--- config.mk ---
export PLATFORM = sky130hd
export DESIGN_NAME = fm_receiver_axil_master
export DESIGN_NICKNAME = d
export VERILOG_FILES = /design/src/rtl/fm_receiver_axil_pkg.sv /design/src/rtl/fm_receiver_axil_master.sv
export SDC_FILE = /design/constraint.sdc
export NUM_CORES = 1
export LEC_CHECK = 0
export CORE_MARGIN = 2
export CORE_UTILIZATION = 28
export DETAILED_ROUTE_END_ITERATION = 6
export HOLD_SLACK_MARGIN = 0.06
export PLACE_DENSITY_LB_ADDON = 0.15
export SETUP_SLACK_MARGIN = 0.05
export SLEW_MARGIN = 25
export SYNTH_ARGS = -nofsm -noshare
export SYNTH_HDL_FRONTEND = slang
export SYNTH_SLANG_ARGS = --single-unit
export TNS_END_PERCENT = 20
--- constraint.sdc ---
create_clock -name ACLK -period 3.24 [get_ports ACLK]
set_clock_uncertainty 0.1 [all_clocks]
set_input_delay 0.81 -clock ACLK [delete_from_list [all_inputs] [get_ports ACLK]]
set_output_delay 0.81 -clock ACLK [all_outputs]
set_load 0.01 [all_outputs]
--- src/rtl/fm_receiver_axil_pkg.sv ---
// Shared types and constants for the FM receiver AXI-Lite register master.
package fm_receiver_axil_pkg;

    localparam int DATA_WIDTH = 32;
    localparam int STRB_WIDTH = DATA_WIDTH / 8;

    localparam logic [1:0] RESP_OKAY   = 2'b00;
    localparam logic [1:0] RESP_SLVERR = 2'b10;

    typedef enum logic [2:0] {
        IDLE,
        WR_REQ,
        WR_RESP,
        RD_REQ,
        RD_DATA,
        RSP
    } state_t;

endpackage

--- src/rtl/fm_receiver_axil_master.sv ---
// Single-outstanding AXI-Lite master: turns one cmd_* request into an AXI
// write or read and returns the captured data/response on rsp_*.
//
// state   | meaning
// IDLE    | cmd_ready high, waiting for a command
// WR_REQ  | AW and W offered; each drops after its own handshake
// WR_RESP | BREADY high, waiting for BVALID
// RD_REQ  | ARVALID high, waiting for ARREADY
// RD_DATA | RREADY high, waiting for RVALID
// RSP     | rsp_valid high, result held until rsp_ready
module fm_receiver_axil_master
    import fm_receiver_axil_pkg::*;
#(
    parameter int C_M_AXI_ADDR_WIDTH = 6
) (
    input  logic                          ACLK,
    input  logic                          ARESET,
    input  logic                          cmd_valid,
    output logic                          cmd_ready,
    input  logic                          cmd_write,
    input  logic [C_M_AXI_ADDR_WIDTH-1:0] cmd_addr,
    input  logic [DATA_WIDTH-1:0]         cmd_wdata,
    input  logic [STRB_WIDTH-1:0]         cmd_wstrb,
    output logic                          rsp_valid,
    input  logic                          rsp_ready,
    output logic [DATA_WIDTH-1:0]         rsp_rdata,
    output logic [1:0]                    rsp_resp,
    output logic [C_M_AXI_ADDR_WIDTH-1:0] AWADDR,
    output logic                          AWVALID,
    input  logic                          AWREADY,
    output logic [DATA_WIDTH-1:0]         WDATA,
    output logic [STRB_WIDTH-1:0]         WSTRB,
    output logic                          WVALID,
    input  logic                          WREADY,
    input  logic [1:0]                    BRESP,
    input  logic                          BVALID,
    output logic                          BREADY,
    output logic [C_M_AXI_ADDR_WIDTH-1:0] ARADDR,
    output logic                          ARVALID,
    input  logic                          ARREADY,
    input  logic [DATA_WIDTH-1:0]         RDATA,
    input  logic [1:0]                    RRESP,
    input  logic                          RVALID,
    output logic                          RREADY
);

    localparam logic [C_M_AXI_ADDR_WIDTH-1:0] WORD_MASK =
        {{(C_M_AXI_ADDR_WIDTH-2){1'b1}}, 2'b00};

    state_t                        state;
    state_t                        state_nxt;
    logic                          aw_done;
    logic                          w_done;
    logic                          aw_hs;
    logic                          w_hs;
    logic [C_M_AXI_ADDR_WIDTH-1:0] addr_q;
    logic [DATA_WIDTH-1:0]         wdata_q;
    logic [STRB_WIDTH-1:0]         wstrb_q;

    // Handshakes decoded from state so the FSM never loops through its own outputs.
    assign aw_hs = (state == WR_REQ) && !aw_done && AWREADY;
    assign w_hs  = (state == WR_REQ) && !w_done  && WREADY;

    assign AWADDR = addr_q & WORD_MASK;
    assign ARADDR = addr_q & WORD_MASK;
    assign WDATA  = wdata_q;
    assign WSTRB  = wstrb_q;

    always_ff @(posedge ACLK) begin
        if (ARESET) begin
            state <= IDLE;
        end else begin
            state <= state_nxt;
        end
    end

    always_comb begin
        state_nxt = state;
        cmd_ready = 1'b0;
        AWVALID   = 1'b0;
        WVALID    = 1'b0;
        BREADY    = 1'b0;
        ARVALID   = 1'b0;
        RREADY    = 1'b0;
        rsp_valid = 1'b0;
        case (state)
            IDLE: begin
                cmd_ready = 1'b1;
                if (cmd_valid) begin
                    state_nxt = cmd_write ? WR_REQ : RD_REQ;
                end
            end
            WR_REQ: begin
                AWVALID = !aw_done;
                WVALID  = !w_done;
                if ((aw_done || aw_hs) && (w_done || w_hs)) begin
                    state_nxt = WR_RESP;
                end
            end
            WR_RESP: begin
                BREADY = 1'b1;
                if (BVALID) begin
                    state_nxt = RSP;
                end
            end
            RD_REQ: begin
                ARVALID = 1'b1;
                if (ARREADY) begin
                    state_nxt = RD_DATA;
                end
            end
            RD_DATA: begin
                RREADY = 1'b1;
                if (RVALID) begin
                    state_nxt = RSP;
                end
            end
            RSP: begin
                rsp_valid = 1'b1;
                if (rsp_ready) begin
                    state_nxt = IDLE;
                end
            end
            default: state_nxt = IDLE;
        endcase
    end

    always_ff @(posedge ACLK) begin
        if (ARESET) begin
            aw_done   <= 1'b0;
            w_done    <= 1'b0;
            addr_q    <= '0;
            wdata_q   <= '0;
            wstrb_q   <= '0;
            rsp_rdata <= '0;
            rsp_resp  <= RESP_OKAY;
        end else begin
            if ((state == IDLE) && cmd_valid) begin
                addr_q  <= cmd_addr;
                wdata_q <= cmd_wdata;
                wstrb_q <= cmd_wstrb;
                aw_done <= 1'b0;
                w_done  <= 1'b0;
            end
            if (aw_hs) begin
                aw_done <= 1'b1;
            end
            if (w_hs) begin
                w_done <= 1'b1;
            end
            if ((state == WR_RESP) && BVALID) begin
                rsp_rdata <= '0;
                rsp_resp  <= BRESP;
            end
            if ((state == RD_DATA) && RVALID) begin
                rsp_rdata <= RDATA;
                rsp_resp  <= RRESP;
            end
        end
    end

endmodule

**After elaboration in Yosys (flattened, before gate mapping)**

Cells that the tools add are included.

- Bits in registers: 81
- Input bits: 88
- Output and inout port bits: 89
- Word-level logic and storage cells: 58

- Equality and inequality tests: 11
- Muxes and demuxes: 22
- Reduce and logical (&&, ||, !) cells: 17

Operator list:

| kind | number |
|---|---|
| 32-bit two-way mux | 2 |
| 3-bit two-way mux | 6 |
| 3-bit case mux with 6 select lines | 1 |
| 1-bit two-way mux | 10 |
| 2-bit inequality test (second input constant) | 5 |
| 1-bit logical AND | 8 |
| 3-bit by 2-bit == test with 1-bit output (second input constant) | 2 |
| 3-bit == test (second input constant) | 2 |
| 2-bit two-way mux | 3 |
| 6-bit AND reduction | 1 |
| 2-bit nonzero test | 3 |
| 3-bit by 1-bit == test with 1-bit output (second input constant) | 1 |
| 3-bit zero test | 1 |
| 1-bit zero test | 2 |
| 1-bit logical OR | 2 |
| 2-bit by 1-bit inequality test with 1-bit output (second input constant) | 1 |

**Depth between registers and ports, before layout**

- Depth after elaboration: 7
- Mapped depth: 7
- Depth with buffers taken out: 4

**Worst setup path before layout**

OpenSTA, ideal clock, no wires.

- Path kind: input to register
- Start point: input port BVALID
- End point: register state[1]
- Setup time: 0.071 ns
- Arrival: 1.911 ns
- Data required time: 3.069 ns
- Setup slack: 1.158 ns
- Stages: 4
- Buffers on the path: 0
- Path through: mux2i_1 mux4_2 or4_1 a21oi_1

- Word-level cells in the longest chain between the ends: 2

RTL lines:

| what | RTL line | source |
|---|---|---|
| start, declared | fm_receiver_axil_master.sv:36 | `input logic BVALID,` |
| 2-bit inequality test (no source line) | -- |  |
| 6-bit AND reduction (no source line) | -- |  |
| end signal, assigned | fm_receiver_axil_master.sv:73 | `state <= state_nxt;` |
| end, declared | fm_receiver_axil_master.sv:50 | `state_t state;` |

Every way passes these cells.
A chain may end at the register's enable or synchronous reset.

**Worst setup path in the final report**

- Start point: register state[2]
- End point: output port RREADY

- Word-level cells in the longest chain between the ends: 2

RTL lines:

| what | RTL line | source |
|---|---|---|
| 3-bit == test | fm_receiver_axil_master.sv:86 | `case (state)` |
| 1-bit two-way mux | fm_receiver_axil_master.sv:86 |  |
| end, declared | fm_receiver_axil_master.sv:44 | `output logic RREADY` |

Every way passes these cells.

==> flow_summary.toml <==
[cells_and_area]
antenna_cells_inserted = 0
fin_nets = 594
share_of_post_route_cells_with_drive_strength_above_1_pct = 4.72
area_growth_syn_to_layout_pct = 65.3
layout.core_utilization_pct = 47.7

[place]
io_buffers = 170
dp_hpwl_mm = 6.02
gp_congestion = 0.730

[worst_setup_path]
regToRegSetupSlack_ns = 1.19
arrival_ns = 1.86
crit_path_class = "reg2out"
worst_setup_path_end_kind = "primary output"
worst_r2r_path_depth = 4
crit-reg2reg-launch = "state[1]"
setup.worst_path.start_class = "flip-flop"
required_ns = 2.33
regToRegEndpoint = "state[1]"
biggest_fanout_along_the_worst_timing_path = 12

[die]
effective_utilization_at_floorplan_pct = 28.8
std_cell_rows = 37
count_of_pins_on_the_block_boundary = 177
die_h_um = 107
dieArea_um2 = 11400
coreArea_um2 = 10300
floorplan.die.width_um = 107

[min_path]
min_delay_worst_endpoint = "WDATA[4]"
hold_path.startpoint = "WDATA[4]"
min_path_type = "reg2reg"
holdPathStages = 2

[drt]
drt-wirelength-per-cell_um = 13.3
drc = 0
detail_route.wirelength_mm = 8.60
detailroute.via_count = 2929
drt.antenna.violating_nets = 0
detail_route.iter0.violations = 137
routed_via_density = 4.55
firstDrtPassIters = 4

[sta]
worstMarginPinSlew_ns = 0.698
setup_viol = 0
final.period_utilization_pct = 85.4
unrepaired_setup_endpoints_after_global_routing = "false"
maxSlewViolCount = 0
period_minus_slack_ns = 2.77
fmaxAchievable_mhz = 361
fin_tns_setup_ns = 0
final_hold_violating_endpoints = 0
max-slew-margin-rel_pct = 53.5

[synthesis]
yosys_register_bits = 79
mean_syn_cell_area_um2 = 8.42
number_of_synthesized_flops_with_an_enable_pin = 0
synth.top_cell.area_share_pct = 53.4
synthSimpleGateAreaFrac_pct = 19.6
yosys.cell_count.top_type = "sky130_fd_sc_hd__nand2_1"
synth_area_in_xor_xnor_pct = 0
synth_compound_area_share_pct = 17.0
synth_top_family_by_area = "simple AND/OR/NAND/NOR gates"
synth_warnings = 0
synth_adder_area_share_pct = 0
post_synth_instance_area_um2 = 2960
synth-async-reset-ratio_pct = 0
synthMuxAreaShare_pct = 3.59
yosys.cell_types.count = 27
ys_seq_area_share_pct = 53.4
synth_largest_area_cell = "sky130_fd_sc_hd__dfxtp_1"
synth_common_cells = "86 x sky130_fd_sc_hd__nand2_1, 79 x sky130_fd_sc_hd__dfxtp_1, 44 x sky130_fd_sc_hd__a21oi_1, 38 x sky130_fd_sc_hd__nor2_1, 32 x sky130_fd_sc_hd__a22oi_1"
synth_cells = 352
dominantRegCellSynth = "sky130_fd_sc_hd__dfxtp_1"
netlist_top_cells_area = "sky130_fd_sc_hd__dfxtp_1 53%, sky130_fd_sc_hd__nand2_1 11%, sky130_fd_sc_hd__a22oi_1 8.1%, sky130_fd_sc_hd__a21oi_1 7.4%, sky130_fd_sc_hd__nor2_1 4.8%"

[cts]
postCtsSetupRepairBufs = 0
cts.hold.buffers_added = 0
root_buffer = "sky130_fd_sc_hd__clkbuf_8"
clock_sinks = 79
cts.path.max_buffers = 2
numCtsBuffers = 9
insertion_delay_ns = 0.34
cts_resized = 0
cts-htree-levels = 3
clk_transition_reported_paths_ns = 0.07
cts_tree = "built"

[power]
worst_ir_drop_vdd_mv = 0.161
leakagePower_nw = 1.77
power_per_cell_area_nw_per_um2 = 454

[global_route]
global_route.overflow_total = 0
pin_count_of_the_biggest_net_entering_global_routing = 43
grt_pass1_wl_mm = 13.5
grt.total_usage_pct = 15.1
via_count_of_the_first_global_routing_pass = 2733
antenna_found_initial = 0

[outcome]
status = "finished, final reports clean"

[job]
maxCapViolations = 0
[placed cells by master (no fill, tap or decap), types with 2 or more instances in the layout]
cell                                n
sky130_fd_sc_hd__clkdlybuf4s50_1  169
sky130_fd_sc_hd__nand2_1           86
sky130_fd_sc_hd__dfxtp_1           79
sky130_fd_sc_hd__a21oi_1           44
sky130_fd_sc_hd__nor2_1            38
sky130_fd_sc_hd__a22oi_1           32
sky130_fd_sc_hd__clkbuf_8          10
sky130_fd_sc_hd__mux2i_1            5
sky130_fd_sc_hd__nand3b_1           4
sky130_fd_sc_hd__conb_1             4
sky130_fd_sc_hd__buf_4              4
sky130_fd_sc_hd__and3_1             3
sky130_fd_sc_hd__mux2_2             3
sky130_fd_sc_hd__nor3_1             2
sky130_fd_sc_hd__inv_1              2
sky130_fd_sc_hd__nor2b_1            2
sky130_fd_sc_hd__o22ai_1            2
sky130_fd_sc_hd__o21ai_0            2
sky130_fd_sc_hd__a21o_1             2
sky130_fd_sc_hd__and2_1             2
sky130_fd_sc_hd__clkinv_2           2
sky130_fd_sc_hd__buf_12             2
[kinds of logic (layout without fill, tap and decap cells)]
logic type	Yosys count	after routing
compound gates	83	83
mux	9	9
flops	79	79
simple gates	141	141
buf+inv	39	192
other cells	1	4
[power breakdown]
group | switching, mW | leakage (nW) | internal [mW]
Sequential | 0.0481 | 0.643 | 1.04
Clock | 0.323 | 0.0809 | 0.284
Combinational | 0.234 | 1.04 | 0.297
Total | 0.605 | 1.77 | 1.62
[per-layer routing]
metal / global-route usage (%) / part of all wire, % / wire (µm)
met1: 18.8 / 44 / 3790
met2: 22.6 / 44 / 3800
met3: 6.32 / 11 / 904
met4: 6.96 / 1.2 / 103
met5: 0 / 0 / 0
[cell type report]
cell class                      count  area, µm²
Clock buffer                       11        141
Clock inverter                      2       10.0
Fill cell                        1028       5380
Inverter                            2       7.51
Multi-Input combinational cell    237       1200
Sequential cell                    79       1580
Tap cell                          136        170
Timing Repair Buffer              177       1780
[state kept, by name (all words and copies together), names as in the netlist]
name       cells
WDATA         32
rsp_rdata     32
WSTRB          4
addr_q         4
state          3
rsp_resp       2
aw_done        1
w_done         1
[worst max-delay path by stage]
stage	from	to	slack [ns]	depth (start not counted)
2_1_floorplan	BVALID	state[1]	1.16	4
3_3_place_gp	BVALID	rsp_rdata[28]	0.49	5
3_5_place_dp	BVALID	rsp_rdata[5]	0.46	5
4_1_cts	state[2]	RREADY	0.42	2
5_1_grt	state[1]	BREADY	0.27	3
6_report	state[2]	RREADY	0.47	2
[metrics by stage]
| step | power (mW) | hold WS (ns) | std cells | worst slack [ns] | cell area (µm²) |
|---|---|---|---|---|---|
| finish | 2.22 | 0.354 | 644 | 0.472 | 4900 |
| global route | 2.37 | 0.374 | 644 | 0.269 | 4900 |
| CTS | 2.27 | 0.356 | 643 | 0.419 | 4880 |
| detailed placement | 1.64 | 0.346 | 630 | 0.463 | 4730 |
| global placement | 1.63 | 0.342 | 630 | 0.493 | 4730 |
| floorplan | 1.35 | 0.353 | 355 | 1.16 | 2970 |
[worst max-delay path, stage by stage (launching register included)]
cell	delay, ns
sky130_fd_sc_hd__dfxtp_1	0.56
sky130_fd_sc_hd__nor3b_1	0.34
sky130_fd_sc_hd__clkdlybuf4s50_1	0.61
No activity file was read; power rests on OpenSTA's default activity.
